<file path="src/rtl/nsc8_control_sequencer.sv">
// nsc8_control_sequencer
// ----------------------
// Microcoded control sequencer for the NSC-8 8-bit CPU. A 3-bit step
// counter walks each instruction through fetch (T0-T1) and execute
// (T2-T4). A halted latch freezes the machine after HLT until reset.
//
// Ports:
//   clk, rst_n            system clock, asynchronous active-low reset
//   opcode                instruction opcode from the IR (used in T2-T4)
//   carry_flag, zero_flag registered ALU flags for JC / JZ
//   pc_increment, output_pc, load_pc          program counter controls
//   load_mar                                  memory address register load
//   output_ram, load_ram                      RAM controls
//   load_ir, output_ir                        instruction register controls
//   load_a, output_a, load_b                  A / B register controls
//   output_alu, subtract_enable               ALU controls
//   load_flags, load_out                      flag / output register loads
//   halt                                      high while halted
//   step                                      current T-state (debug)
module nsc8_control_sequencer #(
    parameter int OPCODE_W = 4
) (
    input  logic                clk,
    input  logic                rst_n,
    input  logic [OPCODE_W-1:0] opcode,
    input  logic                carry_flag,
    input  logic                zero_flag,
    output logic                pc_increment,
    output logic                output_pc,
    output logic                load_pc,
    output logic                load_mar,
    output logic                output_ram,
    output logic                load_ram,
    output logic                load_ir,
    output logic                output_ir,
    output logic                load_a,
    output logic                output_a,
    output logic                load_b,
    output logic                output_alu,
    output logic                subtract_enable,
    output logic                load_flags,
    output logic                load_out,
    output logic                halt,
    output logic [2:0]          step
);

    localparam logic [2:0] T0 = 3'd0;
    localparam logic [2:0] T1 = 3'd1;
    localparam logic [2:0] T2 = 3'd2;
    localparam logic [2:0] T3 = 3'd3;
    localparam logic [2:0] T4 = 3'd4;

    localparam logic [OPCODE_W-1:0] OP_LDA = OPCODE_W'(4'b0001);
    localparam logic [OPCODE_W-1:0] OP_ADD = OPCODE_W'(4'b0010);
    localparam logic [OPCODE_W-1:0] OP_SUB = OPCODE_W'(4'b0011);
    localparam logic [OPCODE_W-1:0] OP_STA = OPCODE_W'(4'b0100);
    localparam logic [OPCODE_W-1:0] OP_LDI = OPCODE_W'(4'b0101);
    localparam logic [OPCODE_W-1:0] OP_JMP = OPCODE_W'(4'b0110);
    localparam logic [OPCODE_W-1:0] OP_JC  = OPCODE_W'(4'b0111);
    localparam logic [OPCODE_W-1:0] OP_JZ  = OPCODE_W'(4'b1000);
    localparam logic [OPCODE_W-1:0] OP_OUT = OPCODE_W'(4'b1110);
    localparam logic [OPCODE_W-1:0] OP_HLT = OPCODE_W'(4'b1111);

    logic [2:0] step_q;
    logic       halted;
    logic       last_step;
    logic       is_alu_op;
    logic       is_mem_op;

    assign is_alu_op = (opcode == OP_ADD) || (opcode == OP_SUB);
    assign is_mem_op = (opcode == OP_LDA) || (opcode == OP_STA);

    // Final step of the current instruction: the counter returns to T0
    // after it. Codes above T4 are unreachable but are folded back to T0
    // so the counter can never wander.
    always_comb begin
        last_step = 1'b0;
        case (step_q)
            T0, T1:  last_step = 1'b0;
            T2:      last_step = !(is_alu_op || is_mem_op);
            T3:      last_step = !is_alu_op;
            default: last_step = 1'b1;
        endcase
    end

    // Step counter and halt latch. HLT latches on the edge ending its T2;
    // once halted the counter sits at T0 until reset.
    always_ff @(posedge clk or negedge rst_n) begin
        if (!rst_n) begin
            step_q <= T0;
            halted <= 1'b0;
        end else if (halted) begin
            step_q <= T0;
        end else if (last_step) begin
            step_q <= T0;
            if ((step_q == T2) && (opcode == OP_HLT)) begin
                halted <= 1'b1;
            end
        end else begin
            step_q <= step_q + 3'd1;
        end
    end

    // Control decode. Everything is gated by rst_n so the bus is quiet
    // during reset even though step reads T0 there.
    always_comb begin
        pc_increment    = 1'b0;
        output_pc       = 1'b0;
        load_pc         = 1'b0;
        load_mar        = 1'b0;
        output_ram      = 1'b0;
        load_ram        = 1'b0;
        load_ir         = 1'b0;
        output_ir       = 1'b0;
        load_a          = 1'b0;
        output_a        = 1'b0;
        load_b          = 1'b0;
        output_alu      = 1'b0;
        subtract_enable = 1'b0;
        load_flags      = 1'b0;
        load_out        = 1'b0;
        if (rst_n && !halted) begin
            case (step_q)
                T0: begin
                    output_pc = 1'b1;
                    load_mar  = 1'b1;
                end
                T1: begin
                    output_ram   = 1'b1;
                    load_ir      = 1'b1;
                    pc_increment = 1'b1;
                end
                T2: begin
                    case (opcode)
                        OP_LDA, OP_ADD, OP_SUB, OP_STA: begin
                            output_ir = 1'b1;
                            load_mar  = 1'b1;
                        end
                        OP_LDI: begin
                            output_ir = 1'b1;
                            load_a    = 1'b1;
                        end
                        OP_JMP: begin
                            output_ir = 1'b1;
                            load_pc   = 1'b1;
                        end
                        OP_JC: begin
                            output_ir = carry_flag;
                            load_pc   = carry_flag;
                        end
                        OP_JZ: begin
                            output_ir = zero_flag;
                            load_pc   = zero_flag;
                        end
                        OP_OUT: begin
                            output_a = 1'b1;
                            load_out = 1'b1;
                        end
                        default: ;
                    endcase
                end
                T3: begin
                    case (opcode)
                        OP_LDA: begin
                            output_ram = 1'b1;
                            load_a     = 1'b1;
                        end
                        OP_ADD, OP_SUB: begin
                            output_ram = 1'b1;
                            load_b     = 1'b1;
                        end
                        OP_STA: begin
                            output_a = 1'b1;
                            load_ram = 1'b1;
                        end
                        default: ;
                    endcase
                end
                T4: begin
                    if (is_alu_op) begin
                        output_alu      = 1'b1;
                        load_a          = 1'b1;
                        load_flags      = 1'b1;
                        subtract_enable = (opcode == OP_SUB);
                    end
                end
                default: ;
            endcase
        end
    end

    assign halt = halted && rst_n;
    assign step = step_q;

endmodule

</file>
<file path="config.mk">
export PLATFORM = sky130hd
export DESIGN_NAME = nsc8_control_sequencer
export DESIGN_NICKNAME = d
export VERILOG_FILES = /design/src/rtl/nsc8_control_sequencer.sv
export SDC_FILE = /design/constraint.sdc
export NUM_CORES = 1
export LEC_CHECK = 0
export CAP_MARGIN = 20
export CORE_UTILIZATION = 35
export CTS_BUF_LIST = sky130_fd_sc_hd__clkbuf_2 sky130_fd_sc_hd__clkbuf_4 sky130_fd_sc_hd__clkbuf_8
export CTS_CLUSTER_DIAMETER = 30
export CTS_CLUSTER_SIZE = 8
export DETAILED_ROUTE_END_ITERATION = 10
export HOLD_SLACK_MARGIN = 0.08
export MAX_ROUTING_LAYER = met4
export PLACE_DENSITY = 0.77
export SYNTH_ARGS = -nofsm -noshare
export SYNTH_HDL_FRONTEND = slang
export SYNTH_SLANG_ARGS = --single-unit
</file>
<file path="constraint.sdc">
create_clock -name clk -period 2.16 [get_ports clk]
set_clock_uncertainty 0.15 [all_clocks]
set_input_delay 0.648 -clock clk [delete_from_list [all_inputs] [get_ports clk]]
set_output_delay 0.648 -clock clk [all_outputs]
set_load 0.02 [all_outputs]
</file>
Yosys cells after proc, flatten, opt, wreduce, memory -nomap -nowiden --
Cells that the tools add are included.
Storage, ports and cells: flip-flop bits (word level) 4, input port bits 8, output and inout port bits 19, word-level logic and storage cells 75
Operators by class: add/subtract/negate cells 1, equality and inequality tests 14, muxes and demuxes 43, reductions and logical operators 15
Operator list (count):
- 1-bit 2-to-1 mux | 34
- 4-bit by 3-bit == test with 1-bit output (second input constant) | 4
- 4-bit == test (second input constant) | 3
- 1-bit one-hot mux with 3 select lines | 4
- 4-bit by 2-bit == test with 1-bit output (second input constant) | 2
- 3-bit by 2-bit == test with 1-bit output (second input constant) | 2
- 3-bit 2-to-1 mux | 2
- 1-bit one-hot mux with 2 select lines | 3
- 6-bit OR reduction | 1
- 4-bit by 1-bit == test with 1-bit output (second input constant) | 1
- 2-bit OR reduction | 2
- 4-bit OR reduction | 1
- 3-bit by 1-bit adder with 3-bit output (second input constant) | 1
- 3-bit by 1-bit == test with 1-bit output (second input constant) | 1
- 3-bit == test (second input constant) | 1
- 1-bit logical AND | 3
- 1-bit zero test | 3
- 3-bit zero test | 1
- 1-bit logical OR | 3
- 3-bit OR reduction | 1

Logic depth before layout (Yosys ltp) --
depth after elaboration 7, gate-level depth with buffers 6, gate-level depth less buffers 5

Least setup slack after synthesis --
No wires, ideal clock.
path type register -> output, start point register step_q[0] (netlist: step[0]), end point output port output_ram, arrival time 1.735 ns, required time 1.362 ns, path slack -0.373 ns, stages on the path, launching flop included 6, path buffers 0, cell sequence dfrtp_1 ha_1 ha_1 or2b_1 o32a_2 nor2_1
On the way: cells in the longest elaborated chain, start to end 3, elaborated cells on any way between the ends 4, classes of those cells 2 x eq/ne; 2 x mux
Ends and longest elaborated chain:
- start: declaration | line 64 | logic [2:0] step_q;
- start signal: assignment | line 100 | step_q <= step_q + 3'd1;
- 3-bit by 2-bit == test with 1-bit output / 3-bit by 1-bit == test with 1-bit output (equally long branches) | line 123 | case (step_q)
- 1-bit one-hot mux with 2 select lines (*) | line 123
- 1-bit 2-to-1 mux (*) | line 122 | if (rst_n && !halted) begin
- end: declaration | line 32 | output logic output_ram,
Every way passes the cells marked *; elsewhere a longest branch is shown, timed or not.

Final worst setup path --
start point register step_q[0] (netlist: step[0]), end point output port load_a
On the way: cells in the longest elaborated chain, start to end 3, elaborated cells on any way between the ends 5, classes of those cells 3 x eq/ne; 2 x mux
Ends and longest elaborated chain:
- 3-bit == test / 3-bit by 2-bit == test with 1-bit output (equally long branches) | line 123
- 1-bit one-hot mux with 3 select lines (*) | line 123
- 1-bit 2-to-1 mux (*) | line 122
- end: declaration | line 36 | output logic load_a,
Marked as above.

==> results.md <==
* Rel. slew slack at about three quarters
* Setup crit end kind: output pin
* Pwr/cell area at approximately 830 nW/um^2
* Largest fanout on the critical path at 3
* Failing checks: setup timing
* Root Buffer: clkbuf_4
* Share of the synthesized area in the top cell type at between 10% and 20%
* Mapped cell area at between 500 and 600 sq um
* NumNets Final at 148
* CTS Hold Bufs at 0
* Largest cells by area after synthesis: dfrtp_1 (17%), ha_1 (11%), nor3_1 (6.9%)
* Clk buf depth at 2
* Gr ovfl total at 0
* Drt initial violations at 23
* Fin crit share at 122%
* Worst Max-Slew Pin Slew at approximately 370 ps
* Worst reg2reg path endpoint: step[1]$_DFF_PN0_
* Synth Warn # at 0
* Initial Utilization at between 30 and 40%
* Synth Instances at between 70 and 80
* Max-slew violations at 0
* TritonCTS clock tree: done
* Final Setup Violations at 15
* Clk_lat worst skew at about 240 ps
* Die span in x at around 43 microns
* Sequential share of the synthesized area at about 17%
* Post-DP HPWL at approximately 1400 microns
* Vias/cell at around 5.4
* Fill count at 78
* Hold Crit Class: input pin to asynchronous set/reset pin
* Syn_area_per_cell at 7.90 sq um
* EDFF count, synth at 0
* Fmax at between 300 and 400 MHz
* Die span in y at 42.9 microns
* Total power at around 1.1 mW
* Share of layout cells above drive strength 1 at 78.4%
* R2r setup slk at around 170 ps
* Number of distinct library cells after synthesis at 35
* Layout area overhead at 134%
* CORE AREA at 1540 sq um
* Post-Place Cells at ~140
* Top cell type by total area after synthesis: dfrtp_1
* Crit path DAT at about 1800 ps
* CTS clk-pin slew, worst paths at ~40 ps
* Status: complete, but fails checks
* Drt pass-1 iters at 4
* Crit Path Category: flop to output pin
* RSZ-0062 raised after global routing: true
* WL/cell at ~17 microns
* Largest net degree at the start of global routing at 10
* Final hold viol count at 0
* H-tree depth at 1
* Drt drc at 0
* Leak Pwr at ~0.65 nW
* Final wirelength at around 2500 microns
* Register-to-Register Path Depth at 7
* Worst vdd ir at ~0.0011 V
* Final worst path period need at ~2600 ps
* Max-Cap Viols at 0
* Via count at 813
* Initial antenna violation count at 0
* Worst path required time at ~1400 ps
* Critical path launch point type: flop
* Async S/R FF share, synth at 100%
* Final worst setup slack at -479 ps
* Vias in the first global route at ~700
* R2r startpoint: step[0]$_DFF_PN0_
* Routed Antenna Nets at 0
* ANT cells at 0
* Final cell count without fillers at 150
* # clock sinks at 4
* Die area at about 1800 sq um
* PortBufs at 26
* Flops & latches, synth at 4
* Primary FF master, synth: dfrtp_1
* GRT Total Usage at between 20% and 30%
* IO Pins at 27
* Global-route wire length before repair at around 3100 microns
* Cell Rows at 14
* RePlAce Congestion at 0.816
* Syn_nets at between 80 and 90
* Clock buffer count from CTS at 3
## per-stage QoR
step	hold WS [ps]	instance area (sq um)	setup TNS (ps)	utilization (%)	setup slack [ps]
2_1_floorplan	202	697	-1070	-	-242
3_3_place_gp	452	1100	-16620	71.7	-1160
3_5_place_dp	455	1100	-17000	71.7	-1200
4_1_cts	192	1250	-3050	81.3	-435
5_1_grt	201	1370	-4770	88.6	-521
6_report	196	1370	-3940	88.6	-479
## synthesized netlist by cell type (3+ instances only)
master   number
inv_1         8
nor3_1        8
ha_1          5
nor2_1        5
dfrtp_1       4
nand2_1       4
a21oi_1       3
and2_1        3
buf_4         3
o21ai_0       3
## placed cells by master, fill, tap and decap left out, types with 2 or more instances in the layout
cell type and n:
inv_2 3, nor2_1 2, inv_1 3, o32a_2 2
dfrtp_2 3, dlygate4sd2_1 3, buf_4 34, nor2_2 3
o21ai_2 2, ha_4 5, clkbuf_4 4, buf_8 3
nor3_4 2, nand4_1 2, and2_1 2, nand2b_4 2
nor3_2 2, nand2_1 2, buf_2 2, a21oi_2 3
buf_6 18, nor3_1 4
## final cells by class
| cell class | count | area [sq um] | area share, % |
|---|---|---|---|
| clock buffer | 4 | 30.0 | 2.20 |
| sequential | 4 | 104 | 7.60 |
| inverter | 8 | 37.5 | 2.75 |
| timing repair buffer | 63 | 573 | 41.9 |
| tap | 16 | 20.0 | 1.47 |
| multi-input combinational | 55 | 602 | 44.0 |
## logic make-up after synthesis
kind of cell	count (synthesis)	share of synthesized area [%]
AND/OR/NAND/NOR	34	35.3
AO/OA/AOI/OAI	16	22.5
buffers and inverters	15	14.3
adder cells (fa/ha/maj)	5	10.7
flip-flops	4	17.1
## repair_timing
action	4_1_cts	5_1_grt
setup endpoints to repair	18	16
setup buffers	4	7
cloned	0	0
gates resized for setup	140	20
pin swaps	11	12
## worst max-delay path by stage
stage | from | endpoint | slack [ps] | cells past startpoint
floorplan | step[2]$_DFF_PN0_ | load_a | -240 | 6
global placement | opcode[2] | load_a | -1160 | 5
detailed placement | opcode[2] | load_a | -1200 | 5
CTS | step[0]$_DFF_PN0_ | load_a | -440 | 6
global route | step[0]$_DFF_PN0_ | load_a | -520 | 6
finish | step[0]$_DFF_PN0_ | load_a | -480 | 6
## registers in the layout, summed over array words and instances (netlist names)
| signal | count |
|---|---|
| step | 3 |
| halted | 1 |
## where the power goes
group	internal, mW	switching [mW]	leakage [nW]
clock network	0.0820	0.0340	0.0184
logic	0.455	0.416	0.589
registers	0.108	0.0350	0.0479
## layer usage
metal | vias to the layer above | wire length [microns] | track usage, % | part of all wire, %
li1 | 387 | - | - | -
met4 | 0 | 61 | 14.4 | 2.4
met1 | 387 | 1110 | 28.0 | 44
met5 | - | 0 | - | 0
met2 | 33 | 1250 | 35.8 | 50
met3 | 6 | 88 | 3.40 | 3.5
## worst max-delay path: stages, from the launching register on
cell       delay [ps]
dfrtp_2           400
ha_4              160
ha_4              130
or2b_4            290
a2111oi_4         290
o211a_1           220
buf_6             120
No activity file was read; power rests on OpenSTA's default activity.
